**src/rtl/in_mem_rd_ctrl.sv**
```systemverilog
// Input-memory read controller: streams one tile from SYS_ROW banks into the systolic array
// with diagonal skew. Define IN_MEM_RD_CFG_CHK_EN to enable start-time configuration checking.
module in_mem_rd_ctrl #(
    parameter int SYS_ROW    = 16,
    parameter int SYS_COL    = 16,
    parameter int DATA_WIDTH = 16,
    parameter int ADDR_WIDTH = 16,
    parameter int ACCUM_SIZE = 1024
) (
    input  logic                           clk,
    input  logic                           rstn,
    input  logic                           start,
    input  logic [DATA_WIDTH-1:0]          num_common,
    input  logic [31:0]                    num_rows,
    output logic [SYS_ROW-1:0]             in_rd_en,
    output logic [SYS_ROW*ADDR_WIDTH-1:0]  in_rd_addr,
    input  logic [SYS_ROW*DATA_WIDTH-1:0]  in_rd_data,
    output logic [SYS_ROW-1:0]             sa_in_valid,
    output logic [SYS_ROW*DATA_WIDTH-1:0]  sa_in_data,
    output logic                           busy,
    output logic                           done,
    output logic                           cfg_err
);

    localparam int          ACCUM_ROW = ACCUM_SIZE / SYS_COL;
    localparam int          LOG2_ROW  = $clog2(SYS_ROW);
    localparam int          ACC_SH    = $clog2(ACCUM_ROW);
    localparam int unsigned NLANE     = SYS_ROW;

    typedef enum logic [1:0] {IDLE, RUN, DRAIN, DONE} state_t;

    state_t                  state;
    logic [31:0]             nc_q, rows_q, row_cnt, chunk_cnt, drain_cnt;
    logic [31:0]             nc_in, row_nxt, chunk_nxt;
    logic                    last_rd, zero_cfg, bad_cfg;
    logic [ADDR_WIDTH-1:0]   addr_nxt;
    logic [SYS_ROW-1:0]      en_d1;

    always_comb begin
        nc_in    = 32'(num_common >> LOG2_ROW);
        zero_cfg = (nc_in == '0) || (num_rows == '0);
`ifdef IN_MEM_RD_CFG_CHK_EN
        bad_cfg  = ((num_common & DATA_WIDTH'(SYS_ROW - 1)) != '0) || (num_rows > 32'(ACCUM_ROW));
`else
        bad_cfg  = 1'b0;
`endif
        last_rd  = (row_cnt == rows_q - 1) && (chunk_cnt == nc_q - 1);
        if (row_cnt == rows_q - 1) begin
            row_nxt   = '0;
            chunk_nxt = chunk_cnt + 1;
        end else begin
            row_nxt   = row_cnt + 1;
            chunk_nxt = chunk_cnt;
        end
        addr_nxt = ADDR_WIDTH'((chunk_nxt << ACC_SH) + row_nxt);
    end

`ifdef IN_MEM_RD_CFG_CHK_EN
    logic cfg_err_q;
    assign cfg_err = cfg_err_q;
`else
    assign cfg_err = 1'b0;
`endif

    // Lane 0 is driven by the FSM; lanes 1.. follow through a shift chain whose
    // address stage only advances with a valid enable, so idle lanes hold their address.
    always_ff @(posedge clk or negedge rstn) begin
        if (!rstn) begin
            state      <= IDLE;
            nc_q       <= '0;
            rows_q     <= '0;
            row_cnt    <= '0;
            chunk_cnt  <= '0;
            drain_cnt  <= '0;
            in_rd_en   <= '0;
            in_rd_addr <= '0;
            busy       <= 1'b0;
            done       <= 1'b0;
`ifdef IN_MEM_RD_CFG_CHK_EN
            cfg_err_q  <= 1'b0;
`endif
        end else begin
            done     <= 1'b0;
            in_rd_en <= {in_rd_en[SYS_ROW-2:0], 1'b0};
            for (int unsigned i = 1; i < NLANE; i++) begin
                if (in_rd_en[i-1])
                    in_rd_addr[i*ADDR_WIDTH +: ADDR_WIDTH] <= in_rd_addr[(i-1)*ADDR_WIDTH +: ADDR_WIDTH];
            end
            case (state)
                IDLE: begin
                    if (start) begin
                        nc_q      <= nc_in;
                        rows_q    <= num_rows;
                        row_cnt   <= '0;
                        chunk_cnt <= '0;
                        busy      <= 1'b1;
                        if (zero_cfg || bad_cfg) begin
                            state <= DONE;
                            done  <= 1'b1;
`ifdef IN_MEM_RD_CFG_CHK_EN
                            cfg_err_q <= bad_cfg;
`endif
                        end else begin
                            state                      <= RUN;
                            in_rd_en[0]                <= 1'b1;
                            in_rd_addr[ADDR_WIDTH-1:0] <= '0;
                        end
                    end
                end
                RUN: begin
                    if (last_rd) begin
                        state     <= DRAIN;
                        drain_cnt <= '0;
                    end else begin
                        row_cnt                    <= row_nxt;
                        chunk_cnt                  <= chunk_nxt;
                        in_rd_en[0]                <= 1'b1;
                        in_rd_addr[ADDR_WIDTH-1:0] <= addr_nxt;
                    end
                end
                DRAIN: begin
                    if (drain_cnt == 32'(SYS_ROW)) begin
                        state <= DONE;
                        done  <= 1'b1;
                    end else begin
                        drain_cnt <= drain_cnt + 1;
                    end
                end
                DONE: begin
                    state <= IDLE;
                    busy  <= 1'b0;
`ifdef IN_MEM_RD_CFG_CHK_EN
                    cfg_err_q <= 1'b0;
`endif
                end
                default: state <= IDLE;
            endcase
        end
    end

    always_ff @(posedge clk or negedge rstn) begin
        if (!rstn) begin
            en_d1       <= '0;
            sa_in_valid <= '0;
            sa_in_data  <= '0;
        end else begin
            en_d1       <= in_rd_en;
            sa_in_valid <= en_d1;
            for (int unsigned i = 0; i < NLANE; i++)
                sa_in_data[i*DATA_WIDTH +: DATA_WIDTH] <= en_d1[i] ? in_rd_data[i*DATA_WIDTH +: DATA_WIDTH] : '0;
        end
    end

endmodule

```
**config.mk**
```make
export PLATFORM = sky130hd
export DESIGN_NAME = in_mem_rd_ctrl
export DESIGN_NICKNAME = d
export VERILOG_FILES = /design/src/rtl/in_mem_rd_ctrl.sv
export SDC_FILE = /design/constraint.sdc
export NUM_CORES = 1
export LEC_CHECK = 0
export CAP_MARGIN = 20
export CORE_AREA = 2 2 333 335
export CTS_CLUSTER_SIZE = 40
export DETAILED_ROUTE_END_ITERATION = 8
export DIE_AREA = 0 0 335 337
export GPL_ROUTABILITY_DRIVEN = 0
export GPL_TIMING_DRIVEN = 0
export PLACE_DENSITY = 0.55
export SYNTH_ARGS = -nofsm -noshare
export SYNTH_HDL_FRONTEND = slang
export SYNTH_SLANG_ARGS = --single-unit
```
**constraint.sdc**
```tcl
create_clock -name clk -period 7.1 [get_ports clk]
set_input_delay 1.065 -clock clk [delete_from_list [all_inputs] [get_ports clk]]
set_output_delay 1.065 -clock clk [all_outputs]
set_load 0.05 [all_outputs]
```
==> impl_metrics.toml <==
[detailed_routing]
firstDrtPassIters = 5
vias = 22300
ant_nets = 0
avgRoutedWirePerCell_um = 27.5
drt_iter0_drc = 1488
vias_per_cell = 4.75
routed_wl_mm = 129
drc = 0

[global_routing]
grt_remaining_overflow = 0
gr-usage-all-layers = 0.223
grt_pass1_wl_mm = 177
grt_max_degree = 116
first_global_vias = 22100
antenna_found_initial = 40

[sta]
period_share = 0.957
tightest_slew_ps = 1110
setup_tns_ps = 0
fin_crit_ps = 6790
max_clock_freq_mhz = 147
slew_headroom = 0.249
slew_viol_final = 0
hold_viol_final = 0
finalSetupViolCount = 0
fin_skew_ps = 62.3
rsz0062_at_grt = "false"

[clock_tree]
cts_buffer_depth = 3
postCtsResizedCells = 0
cts_hold_buf = 0
cts_buffers = 82
cts_tree = "yes"
cts_setup_buffers = 0
h-tree-depth = 3
cts_root_buf = "clkbuf_16"
cts.sinks = 674
path_clk_slew_ps = 60
clk_latency_ps = 670

[layout]
layout-drive-gt1-share = 0.161
final_cells = 4692
design_area_um2 = 41600
syn2layout_area_growth_pct = 47.5
nFillCells = 10800
fin_nets = 3509

[power]
fin_total_pwr_uw = 17200
vdd_drop_max_v = 0.000226
p_leak_uw = 0.0181
power.density_nw_per_um2 = 414

[die]
coreArea_um2 = 110000
rows = 122
fp.dieArea_um2 = 113000
dieWidth_um = 335
initial_utilization = 0.257
ios = 854
die_height_um = 337

[synth]
synth.distinct_cells = 81
syn_area_um2 = 28200
synth_edf_count = 0
ys_ff_latch = 674
syn_inst = 2241
ys_seq_area_frac = 0.598
synth.avg_cell_area_um2 = 12.6
synth.net_count = 2568
synth-main-ff-cell = "dfrtp_1"
synth_warnings = 0
async_reset_ff_frac = 1.00

[critical_path]
worstPathRequired_ps = 7630
start_kind = "register"
critPathMaxFanout = 10
path_class = "register to register"
rr_startpoint = "rows_q[0]"
worstPathArrival_ps = 7320
cp-end-kind = "register"
crit_path_start = "rows_q[0]"

[placed_design]
dpl-instance-area_um2 = 38700
post-place-cells = 4524
dp_hpwl_mm = 102
numPortBuffers = 848

[outcome]
status = "finished clean"

[min_path]
min_path_type = "primary input to async pin"

[flow_run]
maxCapViolations = 0
-- Yosys cell counts (6+ instances only) --
library cell | count | area, um^2
mux2i_1 | 26 | 260
nor2_1 | 57 | 214
o2bb2ai_1 | 9 | 78.8
nor4_1 | 45 | 282
o31ai_1 | 18 | 135
xor2_1 | 34 | 298
nand3_1 | 69 | 345
buf_4 | 18 | 135
nand4_1 | 34 | 213
clkbuf_1 | 71 | 267
mux2_2 | 297 | 3340
nor3_1 | 46 | 230
and4_1 | 8 | 70.1
nand2_1 | 77 | 289
or4_1 | 23 | 173
inv_1 | 34 | 128
buf_2 | 12 | 60.1
a21oi_1 | 53 | 265
xnor2_1 | 54 | 473
nand2b_1 | 11 | 68.8
nand4b_1 | 8 | 70.1
a31o_2 | 12 | 105
buf_6 | 7 | 78.8
o21ai_0 | 51 | 255
a31oi_1 | 17 | 106
and3_1 | 23 | 144
dfrtp_1 | 674 | 16900
ha_1 | 19 | 238
a21o_1 | 18 | 135
buf_1 | 16 | 60.1
nand3b_1 | 12 | 90.1
or3_1 | 29 | 181
o31a_1 | 6 | 52.6
and2_1 | 270 | 1690
-- sequential cells by signal, summed over array words and instances (netlist names) --
signal	flops
en_d1	15
drain_cnt	32
row_cnt	32
in_rd_addr	256
in_rd_en	1
nc_q	12
sa_in_valid	2
busy	1
chunk_cnt	32
rows_q	32
done	1
state	2
sa_in_data	256
-- through the flow --
step | hold slack [ps] | utilization | setup slack, ps
after floorplan | 500 | - | 1610
after global placement | 491 | 0.351 | -27930
after detailed placement | 496 | 0.353 | 510
after CTS | 383 | 0.379 | 448
after global routing | 429 | 0.379 | 45.4
final | 414 | 0.380 | 307
-- cell usage in the layout (no fill, tap or decap), types with 12 or more instances in the layout --
master           netlist  layout
a21o_1                18      18
a21oi_1               53      53
a31o_2                12      12
a31oi_1               17      17
and2_1               270     270
and3_1                23      23
buf_1                 16      16
buf_2                 12      12
buf_4                 18      18
clkbuf_1              71      80
clkbuf_16              0      83
clkbuf_8               0      23
clkdlybuf4s50_1        0     847
dfrtp_1              674     674
diode_2                0      22
ha_1                  19      19
inv_1                 34      34
mux2_2               297     297
mux2i_1               26      26
nand2_1               77      77
nand3_1               69      69
nand3b_1              12      12
nand4_1               34      34
nor2_1                57      57
nor3_1                46      46
nor4_1                45      45
o21ai_0               51      51
o31ai_1               18      18
or3_1                 29      29
or4_1                 23      23
xnor2_1               54      54
xor2_1                34      34
-- layout make-up --
| class | instances | area (um^2) | area share |
|---|---|---|---|
| Inverter | 34 | 128 | 0.00307 |
| Timing Repair Buffer | 857 | 8720 | 0.210 |
| Buffer | 124 | 601 | 0.0144 |
| Multi-Input combinational cell | 1409 | 10600 | 0.255 |
| Tap cell | 1426 | 1780 | 0.0429 |
| Clock buffer | 115 | 2430 | 0.0584 |
| Sequential cell | 674 | 16900 | 0.405 |
| Clock inverter | 31 | 404 | 0.00972 |
| Antenna cell | 22 | 55.1 | 0.00132 |
-- logic make-up (layout without fill, tap and decap cells) --
| group | after synthesis | count (layout) | synth area share |
|---|---|---|---|
| flops | 674 | 674 | 0.598 |
| simple gates | 750 | 750 | 0.158 |
| other cells | 1 | 23 | 0.000133 |
| xor+xnor | 88 | 88 | 0.0273 |
| buf+inv | 158 | 1161 | 0.0258 |
| compound gates | 226 | 226 | 0.0538 |
| mux | 324 | 324 | 0.128 |
| fa+ha+maj | 20 | 20 | 0.00914 |
-- layer usage --
metal  track usage  vias up  part of all wire
li1              -     9831                 -
met1         0.258    11300              0.38
met2         0.371      852              0.49
met3        0.0674      220             0.081
met4         0.117       22             0.049
met5             0        -            0.0012
-- where the power goes --
part / switching [uW] / internal [uW]
logic: 4890 / 2450
clock network: 1800 / 2620
registers: 835 / 4600
-- path summary, 6_finish.rpt --
path                       slack (ps)              end  depth (start not counted)
max                               310   in_rd_addr[15]                         23
min                               410     drain_cnt[8]                          1
max reg2reg                       310   in_rd_addr[15]                         23
min reg2reg                       480  in_rd_addr[129]                          1
max in group asynchronous        4870  sa_in_data[117]                          4
min in group clk                  480  in_rd_addr[129]                          1
-- worst max-delay path, stage by stage, from the launching register on --
cell      delay (ps)
dfrtp_1          480
inv_1             90
ha_1             230
or3b_2           520
or3_1            360
nand3_1          120
a21bo_2          220
or4_1            560
nor4_1           480
buf_4            300
and2_2           220
buf_6            180
mux2i_1          480
inv_1             90
ha_1             300
a21o_1           180
a21oi_1          220
o21ai_0          150
a2111o_1         460
a31o_2           270
a21oi_1          180
xnor2_1          100
nand3b_1         160
o211ai_1         310
Power figures use the tool's default switching activity.
